File: config.mk
export PLATFORM = sky130hd
export DESIGN_NAME = intr_cond_sync
export DESIGN_NICKNAME = d
export VERILOG_FILES = /design/src/rtl/intr_cond_sync.sv
export SDC_FILE = /design/constraint.sdc
export NUM_CORES = 1
export LEC_CHECK = 0
export ABC_AREA = 1
export CORE_ASPECT_RATIO = 1.2
export CORE_MARGIN = 2
export CORE_UTILIZATION = 45
export DETAILED_ROUTE_END_ITERATION = 16
export HOLD_SLACK_MARGIN = 0.12
export PLACE_DENSITY = 0.76
export SLEW_MARGIN = 20
export SYNTH_ARGS = -nofsm -noshare
export SYNTH_HDL_FRONTEND = slang
export SYNTH_SLANG_ARGS = --single-unit
File: constraint.sdc
create_clock -name clk -period 1.2 [get_ports clk]
set_input_delay 0.24 -clock clk [delete_from_list [all_inputs] [get_ports clk]]
set_output_delay 0.24 -clock clk [all_outputs]
set_load 0.03 [all_outputs]
File: src/rtl/intr_cond_sync.sv
// Multi-channel interrupt synchroniser and conditioner: per-channel level or rising-edge-latched
// pending state, masking, stretched edge pulses and a sticky overflow flag.
module intr_cond_sync #(
  parameter int unsigned INTR_WIDTH     = 8,
  parameter int unsigned SYNC_STAGE     = 2,
  parameter int unsigned STRETCH_CYCLES = 4
) (
  input  logic                  clk,
  input  logic                  rst,
  input  logic [INTR_WIDTH-1:0] async_intr,
  input  logic [INTR_WIDTH-1:0] mode_edge,
  input  logic [INTR_WIDTH-1:0] intr_mask,
  input  logic [INTR_WIDTH-1:0] intr_clr,
  output logic [INTR_WIDTH-1:0] intr_pending,
  output logic [INTR_WIDTH-1:0] intr_out,
  output logic [INTR_WIDTH-1:0] intr_pulse,
  output logic [INTR_WIDTH-1:0] intr_ovf,
  output logic                  intr_any
);

  localparam int unsigned    CntW    = $clog2(STRETCH_CYCLES + 1);
  localparam logic [CntW-1:0] CntLoad = CntW'(STRETCH_CYCLES);
  localparam logic [CntW-1:0] CntOne  = CntW'(1);

  (* ASYNC_REG = "TRUE" *) logic [INTR_WIDTH-1:0] r_sync [SYNC_STAGE];

  logic [INTR_WIDTH-1:0] r_prev;
  logic [INTR_WIDTH-1:0] r_pending;
  logic [INTR_WIDTH-1:0] r_ovf;
  logic [CntW-1:0]       r_cnt [INTR_WIDTH];

  logic [INTR_WIDTH-1:0] w_sync_lvl;
  logic [INTR_WIDTH-1:0] w_rise;
  logic [INTR_WIDTH-1:0] w_pending_d;
  logic [INTR_WIDTH-1:0] w_ovf_d;
  logic [INTR_WIDTH-1:0] w_load;
  logic [INTR_WIDTH-1:0] w_pulse;
  logic [CntW-1:0]       w_cnt_d [INTR_WIDTH];

  always_ff @(posedge clk) begin
    if (rst) begin
      for (int unsigned j = 0; j < SYNC_STAGE; j++) begin
        r_sync[j] <= '0;
      end
    end else begin
      r_sync[0] <= async_intr;
      for (int unsigned j = 1; j < SYNC_STAGE; j++) begin
        r_sync[j] <= r_sync[j-1];
      end
    end
  end

  assign w_sync_lvl = r_sync[SYNC_STAGE-1];
  assign w_rise     = w_sync_lvl & ~r_prev;

  // In edge mode a rise wins over a coincident clear; a clear also masks a new overflow.
  always_comb begin
    w_pending_d = (mode_edge & (w_rise | (r_pending & ~intr_clr)))
                | (~mode_edge & w_sync_lvl);
    w_ovf_d     = (mode_edge & ((w_rise & r_pending & ~intr_clr) | (r_ovf & ~intr_clr)))
                | (~mode_edge & r_ovf);
  end

  assign w_load = w_rise & mode_edge & intr_mask;

  always_comb begin
    for (int unsigned i = 0; i < INTR_WIDTH; i++) begin
      w_cnt_d[i] = r_cnt[i];
      w_pulse[i] = (r_cnt[i] != '0);
      if (w_load[i]) begin
        w_cnt_d[i] = CntLoad;
      end else if (r_cnt[i] != '0) begin
        w_cnt_d[i] = r_cnt[i] - CntOne;
      end
    end
  end

  always_ff @(posedge clk) begin
    if (rst) begin
      r_prev    <= '0;
      r_pending <= '0;
      r_ovf     <= '0;
      for (int unsigned i = 0; i < INTR_WIDTH; i++) begin
        r_cnt[i] <= '0;
      end
    end else begin
      r_prev    <= w_sync_lvl;
      r_pending <= w_pending_d;
      r_ovf     <= w_ovf_d;
      for (int unsigned i = 0; i < INTR_WIDTH; i++) begin
        r_cnt[i] <= w_cnt_d[i];
      end
    end
  end

  assign intr_pending = r_pending;
  assign intr_out     = r_pending & intr_mask;
  assign intr_pulse   = w_pulse;
  assign intr_ovf     = r_ovf;
  assign intr_any     = |intr_out;

endmodule

# Yosys cells after proc, flatten, opt, wreduce, memory -nomap -nowiden
# Memory sizes are Yosys's and may differ from the RTL's.
# Cells that the tools add are included.
word_totals:
  register_bits: 24
  latch_bits: 0
  ramBits: 40
  mem_bits_ro: 0
  output_inout_bits: 33
  mem_count: 2
op_classes:
  add_sub_neg: 8
  multipliers: 0
  div_mod_pow: 0
  n_lt_le_gt_ge: 0
  eq_ne: 0
  shifts: 0
  n_mux: 29
  n_bitwise: 29
  n_reduce_logical: 9
mem_list:
  columns: ["memory", "words", "word_bits", "rd", "rd_ports_with_merged_regs", "wr", "line_no", "source"]
  rows:
  - ["r_cnt", 8, 3, 8, 0, 8, "30", "logic [CntW-1:0] r_cnt [INTR_WIDTH];"]
  - ["r_sync", 2, 8, 2, 0, 2, "25", "(* ASYNC_REG = \"TRUE\" *) logic [INTR_WIDTH-1:0] r_sync [SYNC_STAGE];"]
ops:
  columns: ["cell", "n"]
  rows:
  - ["8-bit AND", 12]
  - ["3-bit 2-to-1 mux", 24]
  - ["8-bit OR", 4]
  - ["8-bit inverter", 3]
  - ["3-bit nonzero test", 8]
  - ["3-bit by 1-bit subtractor with 3-bit output (second input constant)", 8]
  - ["8-bit 2-to-1 mux", 2]
  - ["1-bit OR", 10]
  - ["8-bit OR reduction", 1]
  - ["1-bit 2-to-1 mux", 3]

# Depth between registers and ports, before layout
# Gate-level depths: netlist of the first run.
logic_depth:
  ltp_word: 7
  depth_mapped: 6
  ltp_nobuf: 6

# Worst setup path after synthesis of the first run
# No wires, ideal clock.
synth_timing:
  path_type: "reg2out"
  startpoint: "register r_pending[3], in the netlist intr_pending[3]"
  endpoint: "output intr_any"
  t_arrival_ns: 1.133
  t_required_ns: 0.960
  setup_slack_ns: -0.173
  stages_incl_launch_ff: 5
  path_buffers: 0
  path_cell_list: "dfxtp_1 > nand2_1 > inv_1 > nor3_1 > nand2_1"
synth_via:
  elab_chain_cells: 2
synth_lines:
  columns: ["item", "line_no", "source"]
  rows:
  - ["start, declared", "28", "logic [INTR_WIDTH-1:0] r_pending;"]
  - ["start signal, assigned", "88", "r_pending <= w_pending_d;"]
  - ["8-bit AND", "97", "assign intr_out = r_pending & intr_mask;"]
  - ["named net intr_out[3]", "15", "output logic [INTR_WIDTH-1:0] intr_out,"]
  - ["8-bit OR reduction", "100", "assign intr_any = |intr_out;"]
  - ["end, declared", "18", "output logic intr_any"]
# The timed path passes the listed nets, and every way through them passes these cells.

# Worst setup path in the final report of the first run
layout_timing:
  startpoint: "register r_pending[7], in the netlist intr_pending[7]"
  endpoint: "output intr_any"
layout_via:
  elab_chain_cells: 2
layout_lines:
  columns: ["item", "line_no"]
  rows:
  - ["8-bit AND", "97"]
  - ["8-bit OR reduction", "100"]
# Every way passes these cells.

==> summary.md, run 1 <==
| Metric | Value |
|---|---|
| TritonCTS clock tree | yes |
| Share of the yosys chip area belonging to registers | 45.3% |
| Dominant cell type by area after synthesis | sky130_fd_sc_hd__dfxtp_1 |
| Vias per cell | 4.53 |
| Clock root buffer | sky130_fd_sc_hd__clkbuf_8 |
| Chip Height | 90.8 um |
| Setup repair after global routing missed its margin | true |
| Clock latency on the worst-skew pair | 0.33 ns |
| Dominant combinational cell family by area after synthesis | simple AND/OR/NAND/NOR gates |
| Hold violation total from the final report | 0 |
| Total clock buffers created by CTS | 9 |
| Global-route wire length before repair | between 10 and 15 mm |
| Chip Width | 76.3 um |
| Post-DP HPWL | 4.54 mm |
| Num rows | 31 |
| Worst ir drop on vdd | roughly 1.2 mV |
| Clock transition at the registers of the reported paths | approximately 0.07 ns |
| Synth Area in XOR/XNOR | under 10% |
| Fraction of registers with async set/reset | 0% |
| Wirelength per Cell | 11.9 um |
| TritonCTS Sinks | 64 |
| Required time at the endpoint of the critical path | between 0.9 and 1 ns |
| Cell chain of the critical path | nand2_2 > inv_2 > nor3_2 > buf_4 > nand2_2 > buf_6 |
| Synthesized instance count | 377 |
| Sum of negative setup slack | -2.82 ns |
| Number of input and output port buffers inserted | 66 |
| Relative slew slack | 82.5% |
| Antenna violations before repair | 0 |
| Type of origin of the critical path | flip-flop |
| Worst clock skew | roughly 0.0054 ns |
| Library cell contributing the largest single delay on the critical path | sky130_fd_sc_hd__dfxtp_2 |
| Proportion of netlist area held by the largest area contributor | 45.3% |
| Register bit total from synthesis | 64 |
| Leak | approximately 2.2 nW |
| Worst Hold Slack | 0.289 ns |
| Buf/Inv on CP | 3 |
| Maximum clock rate | ~660 MHz |
| Netlist Area Pre-Place | around 2800 um2 |
| Post-route met1 wirelength | 2.94 mm |
| Share of synthesized cell area in full adder, half adder and majority cells | 10.6% |
| # fillers | 425 |
| Drt initial violations | 111 |
| CP delay by family, top | flip-flops |
| Pin count of the biggest net entering global routing | 11 |
| Power per cell area | 2230 nW/um2 |
| Critical path endpoint category | output pin |
| Leading register cell type out of synthesis | sky130_fd_sc_hd__dfxtp_1 |
| Total Power Consumption | about 10 mW |
| Number of H-tree levels | 3 |
| Syn-to-layout area delta | 65.5% |
| Top layer reached by signal wires | met4 |
| Synth Warn # | 0 |
| Simple-gate share of the synthesized area | between 20% and 30% |
| Number of nets in the synthesized netlist | 435 |
| # setup viols final | 18 |
| Detail Route Antenna Nets | 0 |
| Unique cell type count in the Yosys netlist | 15 |
| Amount of wire on met2 after detailed routing | 3.68 mm |
| Crit share post-route | 127% |
| Final Non-Filler Cells | approximately 590 |
| Iteration count of the initial detailed-routing pass | 4 |
| Top area cells in the synthesized netlist | sky130_fd_sc_hd__dfxtp_1 45%, sky130_fd_sc_hd__inv_1 11%, sky130_fd_sc_hd__ha_1 11%, sky130_fd_sc_hd__nor2_1 9.0%, sky130_fd_sc_hd__nand2_1 8.6% |
| Classification of the worst-slack hold path | in2reg |
| Fin. max-slew vios | 0 |
| Total core area | 6050 um2 |
| Global-route congestion overflow total | 0 |
| Utilization of the core after routing | 77.3% |
| Share of post-route cells with drive strength above 1 | 43.7% |
| Multiplexer area fraction after synthesis | 0% |
| Post-cts hold buffer count | 0 |
| Placed insts | around 550 |
| DIE AREA | 6930 um2 |
| Final worst setup slack | -0.322 ns |
| Number of flops mapped to enable cells by yosys | 0 |
| GPL Wtd Cong | 0.914 |
| Antenna fix cells | 0 |
| Number of maximum-capacitance constraint violations | 0 |
| Library cell appearing most often on the critical path | sky130_fd_sc_hd__nand2_2 |
| Total global-route track usage | between 20% and 30% |
| Via count of the routed design | 2666 |
| Violated checks | negative setup slack |
| Highest cell delay on the worst timing path | 0.33 ns |
| Type of the worst setup path | reg2out |
| Buffer levels on the longest clock path | 2 |
| Maximum fanout along the worst path | 2 |
| Total wire length | between 7 and 8 mm |
| Starting density of the core | 46.7% |
| Synthesized area divided by synthesized cell count | approximately 7.5 um2 |
| Synthesized-area fraction occupied by ao, oa, aoi and oai cells | 6.82% |
| Library cell with the highest instance count after synthesis | sky130_fd_sc_hd__inv_1 |
| Arrival @ worst endpoint | 1.28 ns |
| Status | finished with violations |
| Number of global-route vias before repair | 2642 |
| Layout net count | 560 |
| Transition time of the tightest slew-check pin | 0.261 ns |
| Shortest clock period the worst path allows after layout | 1.52 ns |
| DRC | 0 |
| Number of top-level pins | 67 |
| Routed length on met3 | 223 um |
| Most frequent cells after synthesis | 85 x sky130_fd_sc_hd__inv_1, 68 x sky130_fd_sc_hd__nor2_1, 65 x sky130_fd_sc_hd__nand2_1 |
==> power breakdown <==
group,switching [mW],internal [mW]
registers,0.268,2.56
clock network,0.799,0.961
logic,2.89,2.94
total,3.96,6.46
==> cell type report <==
class,count,area [um2],area share (%)
repair buffers,119,1150,24.6
multi-input cells,222,1590,34.0
flip-flops and latches,64,1310,28.0
well taps,82,103,2.19
clock inverters,2,12.5,0.268
inverters,86,330,7.06
clock buffers,13,179,3.83
==> cells by family (layout without fill, tap and decap cells) <==
| group | after synthesis | in the layout |
|---|---|---|
| xor+xnor | 8 | 8 |
| buf+inv | 91 | 220 |
| flops | 64 | 64 |
| compound gates | 36 | 36 |
| fa+ha+maj | 24 | 24 |
| simple gates | 154 | 154 |
==> metrics by stage <==
step	cell area (um2)	setup WS [ns]
detailed placement	3750	-0.821
floorplan	2840	-0.0148
global route	4680	-0.389
global placement	3750	-0.815
finish	4680	-0.322
CTS	4420	-0.332
==> metal layers <==
layer | global-route usage (%) | up-vias
met5 | 0 | -
met1 | 22.3 | 1227
met4 | 11.2 | 0
li1 | - | 1374
met3 | 4.10 | 9
met2 | 35.5 | 56
==> timing repair <==
| item | in CTS | in global routing |
|---|---|---|
| endpoints found under the setup margin | 34 | 47 |
| pin swaps | 25 | 44 |
| resized for setup | 120 | 80 |
| endpoints found under the hold margin | 0 | 0 |
| setup buffers | 21 | 15 |
==> worst reg2reg max path, delay by kind of cell, from the launching register on <==
| kind | cells | cell delay, ns |
|---|---|---|
| XOR/XNOR | 1 | 0.14 |
| adder cells (fa/ha/maj) | 2 | 0.33 |
| buffers and inverters | 3 | 0.29 |
| flip-flops | 1 | 0.34 |
| AND/OR/NAND/NOR | 1 | 0.10 |
==> worst paths after layout <==
path / slack, ns / end / cells after the start / startpoint
worst min register to register: 0.41 / r_sync[0][12]$_SDFF_PP0_ / 2 / r_sync[0][4]$_SDFF_PP0_
worst max register to register: -0.07 / r_cnt[0][9]$_SDFFE_PP0P_ / 7 / r_cnt[0][9]$_SDFFE_PP0P_
worst max-delay path: -0.32 / intr_any / 6 / intr_pending[7]$_SDFF_PP0_
worst min-delay path: 0.29 / r_cnt[1][11]$_SDFFE_PP0P_ / 3 / intr_mask[7]
==> cell usage in the layout, fill, tap and decap left out, types with 7 or more instances in the layout <==
| master | Yosys | routed |
|---|---|---|
| sky130_fd_sc_hd__a21oi_1 | 17 | 12 |
| sky130_fd_sc_hd__buf_4 | 3 | 43 |
| sky130_fd_sc_hd__buf_6 | 2 | 41 |
| sky130_fd_sc_hd__clkbuf_8 | 0 | 13 |
| sky130_fd_sc_hd__clkdlybuf4s50_1 | 0 | 25 |
| sky130_fd_sc_hd__dfxtp_1 | 64 | 40 |
| sky130_fd_sc_hd__dfxtp_2 | 0 | 24 |
| sky130_fd_sc_hd__dlygate4sd2_1 | 0 | 7 |
| sky130_fd_sc_hd__ha_4 | 0 | 20 |
| sky130_fd_sc_hd__inv_1 | 85 | 50 |
| sky130_fd_sc_hd__inv_2 | 1 | 33 |
| sky130_fd_sc_hd__nand2_1 | 65 | 50 |
| sky130_fd_sc_hd__nand2_2 | 0 | 15 |
| sky130_fd_sc_hd__nand3_1 | 12 | 12 |
| sky130_fd_sc_hd__nand4_1 | 7 | 7 |
| sky130_fd_sc_hd__nor2_1 | 68 | 62 |
| sky130_fd_sc_hd__o21ai_2 | 0 | 7 |
No activity file was read; power rests on OpenSTA's default activity.
==> run 2: changes to the inputs <==
Settings changed: SKIP_LAST_GASP set to 1.
==> summary.md, run 2 (synthesis gave the netlist of run 1 again) <==
| Metric | Value |
|---|---|
| Status | finished with violations |
| Violated checks | negative setup slack |
| Drt initial violations | 85 (-23%) |
| Highest cell delay on the worst timing path | 0.33 ns (about the same) |
| Net switching fraction of the power | 37.7% (-0.31 points) |
| DIE AREA | 6930 um2 (unchanged) |
| Total core area | 6050 um2 (unchanged) |
| Final Non-Filler Cells | 587 (-0.17%) |
| DRC | 0 (unchanged) |
| TritonCTS Sinks | 64 (unchanged) |
| Starting density of the core | 46.7% (unchanged) |
| Placed insts | 554 (unchanged) |
| Proportion of power drawn by combinational gates | 55.5% (-0.5 points) |
| Num rows | 31 (unchanged) |
| Wirelength per Cell | 11.7 um (-2.1%) |
| Cell chain of the critical path | nand2_2 > inv_2 > nor3_2 > buf_4 > nand2_2 > buf_6 |
| Switching pwr | 3.87 mW (-2.1%) |
| Clock transition at the registers of the reported paths | 0.07 ns (about the same) |
| # setup viols final | 18 (unchanged) |
| Setup repair after global routing missed its margin | true |
| Worst clock skew | 0.00547 ns (+0.000120 ns) |
| Syn-to-layout area delta | 64.5% |
| Utilization of the core after routing | 76.8% (-0.48 points) |
| Internal power consumption | 6.41 mW (-0.84%) |
| Library cell contributing the largest single delay on the critical path | sky130_fd_sc_hd__dfxtp_2 |
| Total global-route track usage | 19.7% (-0.40 points) |
| Fin. max-slew vios | 0 (unchanged) |
| Antenna fix cells | 0 (unchanged) |
| Commonest cells after routing, fill and taps aside | 63 x sky130_fd_sc_hd__nor2_1, 51 x sky130_fd_sc_hd__inv_1, 51 x sky130_fd_sc_hd__nand2_1 |
| Clock latency on the worst-skew pair | 0.34 ns (about the same) |
| Antenna violations before repair | 0 (unchanged) |
| Crit share post-route | 127% (+0.36 points) |
| Leak | 2.16 nW (-0.31%) |
| Chip Width | 76.3 um (unchanged) |
| Number of input and output port buffers inserted | 66 (unchanged) |
| Post-cts hold buffer count | 0 (unchanged) |
| Hold violation total from the final report | 0 (unchanged) |
| Iteration count of the initial detailed-routing pass | 6 (+2) |
| Type of origin of the critical path | flip-flop |
| Maximum fanout along the worst path | 2 (unchanged) |
| Post-place setup slack | -0.821 ns (unchanged) |
| Critical path endpoint category | output pin |
| Maximum clock rate | 655 MHz (-0.28%) |
| Library cell appearing most often on the critical path | sky130_fd_sc_hd__nand2_2 |
| Post-DP HPWL | 4.54 mm (unchanged) |
| Clock root buffer | sky130_fd_sc_hd__clkbuf_8 |
| Number of top-level pins | 67 (unchanged) |
| Chip Height | 90.8 um (unchanged) |
| Number of global-route vias before repair | 2600 (-1.6%) |
| Layout net count | 559 (-0.18%) |
| Transition time of the tightest slew-check pin | 0.250 ns (-0.0117 ns) |
| Internal reg-to-reg setup slack | -0.06 ns (about the same) |
| Type of the worst setup path | reg2out |
| Relative slew slack | 83.3% (+0.78 points) |
| Required time at the endpoint of the critical path | 0.96 ns (about the same) |
| Total wire length | 6.85 mm (-2.3%) |
| Total Power Consumption | 10.3 mW (-1.3%) |
| Arrival @ worst endpoint | 1.29 ns (about the same) |
| GPL Wtd Cong | 0.914 (unchanged) |
| Number of H-tree levels | 3 (unchanged) |
| Vias per cell | 4.51 (-0.43%) |
| Share of power burned in registers | 27.4% (+0.3 points) |
| Buffer levels on the longest clock path | 2 (unchanged) |
| Clock network fraction of design power | 17.1% (+0.2 points) |
| Global-route congestion overflow total | 0 (unchanged) |
| Classification of the worst-slack hold path | in2reg |
| TritonCTS clock tree | yes |
| Pin count of the biggest net entering global routing | 11 (unchanged) |
| Via count of the routed design | 2650 (-0.60%) |
| Total clock buffers created by CTS | 9 (unchanged) |
| Worst ir drop on vdd | 1.00 mV (-18%) |
| Most common cell after layout, fill and taps aside | sky130_fd_sc_hd__nor2_1 |
| Number of maximum-capacitance constraint violations | 0 (unchanged) |
| Shortest clock period the worst path allows after layout | 1.53 ns (+0.00427 ns) |
| Share of post-route cells with drive strength above 1 | 42.8% (-0.90 points) |
| Global-route wire length before repair | 10.9 mm (-1.9%) |
| Detail Route Antenna Nets | 0 (unchanged) |
| Final worst setup slack | -0.327 ns (-0.00427 ns) |
| Power per cell area | 2210 nW/um2 (-0.73%) |
-- run 2: changes by cell type in the layout (fill, tap and decap cells not counted), sizes merged --
cell	previous run	this run
buf	86	85
-- run 2: per-layer routing --
metal | wire length, um | up-vias | track usage (%)
li1 | - | 1370 | -
met1 | 2890 | 1209 | 22.0
met2 | 3520 | 57 | 34.7
met3 | 244 | 14 | 3.20
met4 | 199 | 0 | 12.1
met5 | 0 | - | 0
-- run 2: worst max-delay path: cells and delay by family, from the launching register on --
kind / cells / cell delay, ns
buf+inv: 3 / 0.32
simple gates: 3 / 0.29
flops: 1 / 0.33
-- run 2: cell type report --
class	instances	area (um2)
fill	431	1400
clock buffer	13	179
multi-input combinational	222	1580
sequential	64	1310
clock inverter	2	12.5
tap	82	103
inverter	86	330
timing repair buffer	118	1130
-- run 2: timing repair --
item                                    in CTS  in global routing
pin swaps                                   25                 42
endpoints found under the setup margin      34                 47
endpoints found under the hold margin        0                  0
buffers inserted                            21                 11
gates cloned                                 0                  0
resized for setup                          111                 80
-- run 2: through the flow --
step	hold WS (ns)	area (um2)	setup TNS [ns]
floorplan	0.323	2840	-0.0148
global placement	0.389	3750	-9.61
global route	0.300	4650	-3.79
finish	0.284	4650	-2.89
detailed placement	0.398	3750	-9.00
CTS	0.324	4390	-3.26
-- run 2: power by group through the flow --
| stage | clock (mW) | combinational [mW] | sequential, mW |
|---|---|---|---|
| final | 1.76 | 5.70 | 2.82 |
| after floorplan | 0 | 2.21 | 2.74 |
| after CTS | 1.79 | 4.67 | 2.77 |
| after global placement | 0 | 3.25 | 2.72 |
| after detailed placement | 0 | 3.41 | 2.75 |
| after global routing | 1.89 | 6.24 | 2.85 |
-- run 2: worst paths after layout --
kind | startpoint | to | cells past startpoint
setup reg to reg | r_cnt[0][9]$_SDFFE_PP0P_ | r_cnt[0][9]$_SDFFE_PP0P_ | 7
setup / recovery | intr_pending[7]$_SDFF_PP0_ | intr_any | 6
hold reg to reg | r_sync[0][4]$_SDFF_PP0_ | r_sync[0][12]$_SDFF_PP0_ | 2
hold / removal | intr_mask[7] | r_cnt[1][11]$_SDFFE_PP0P_ | 3
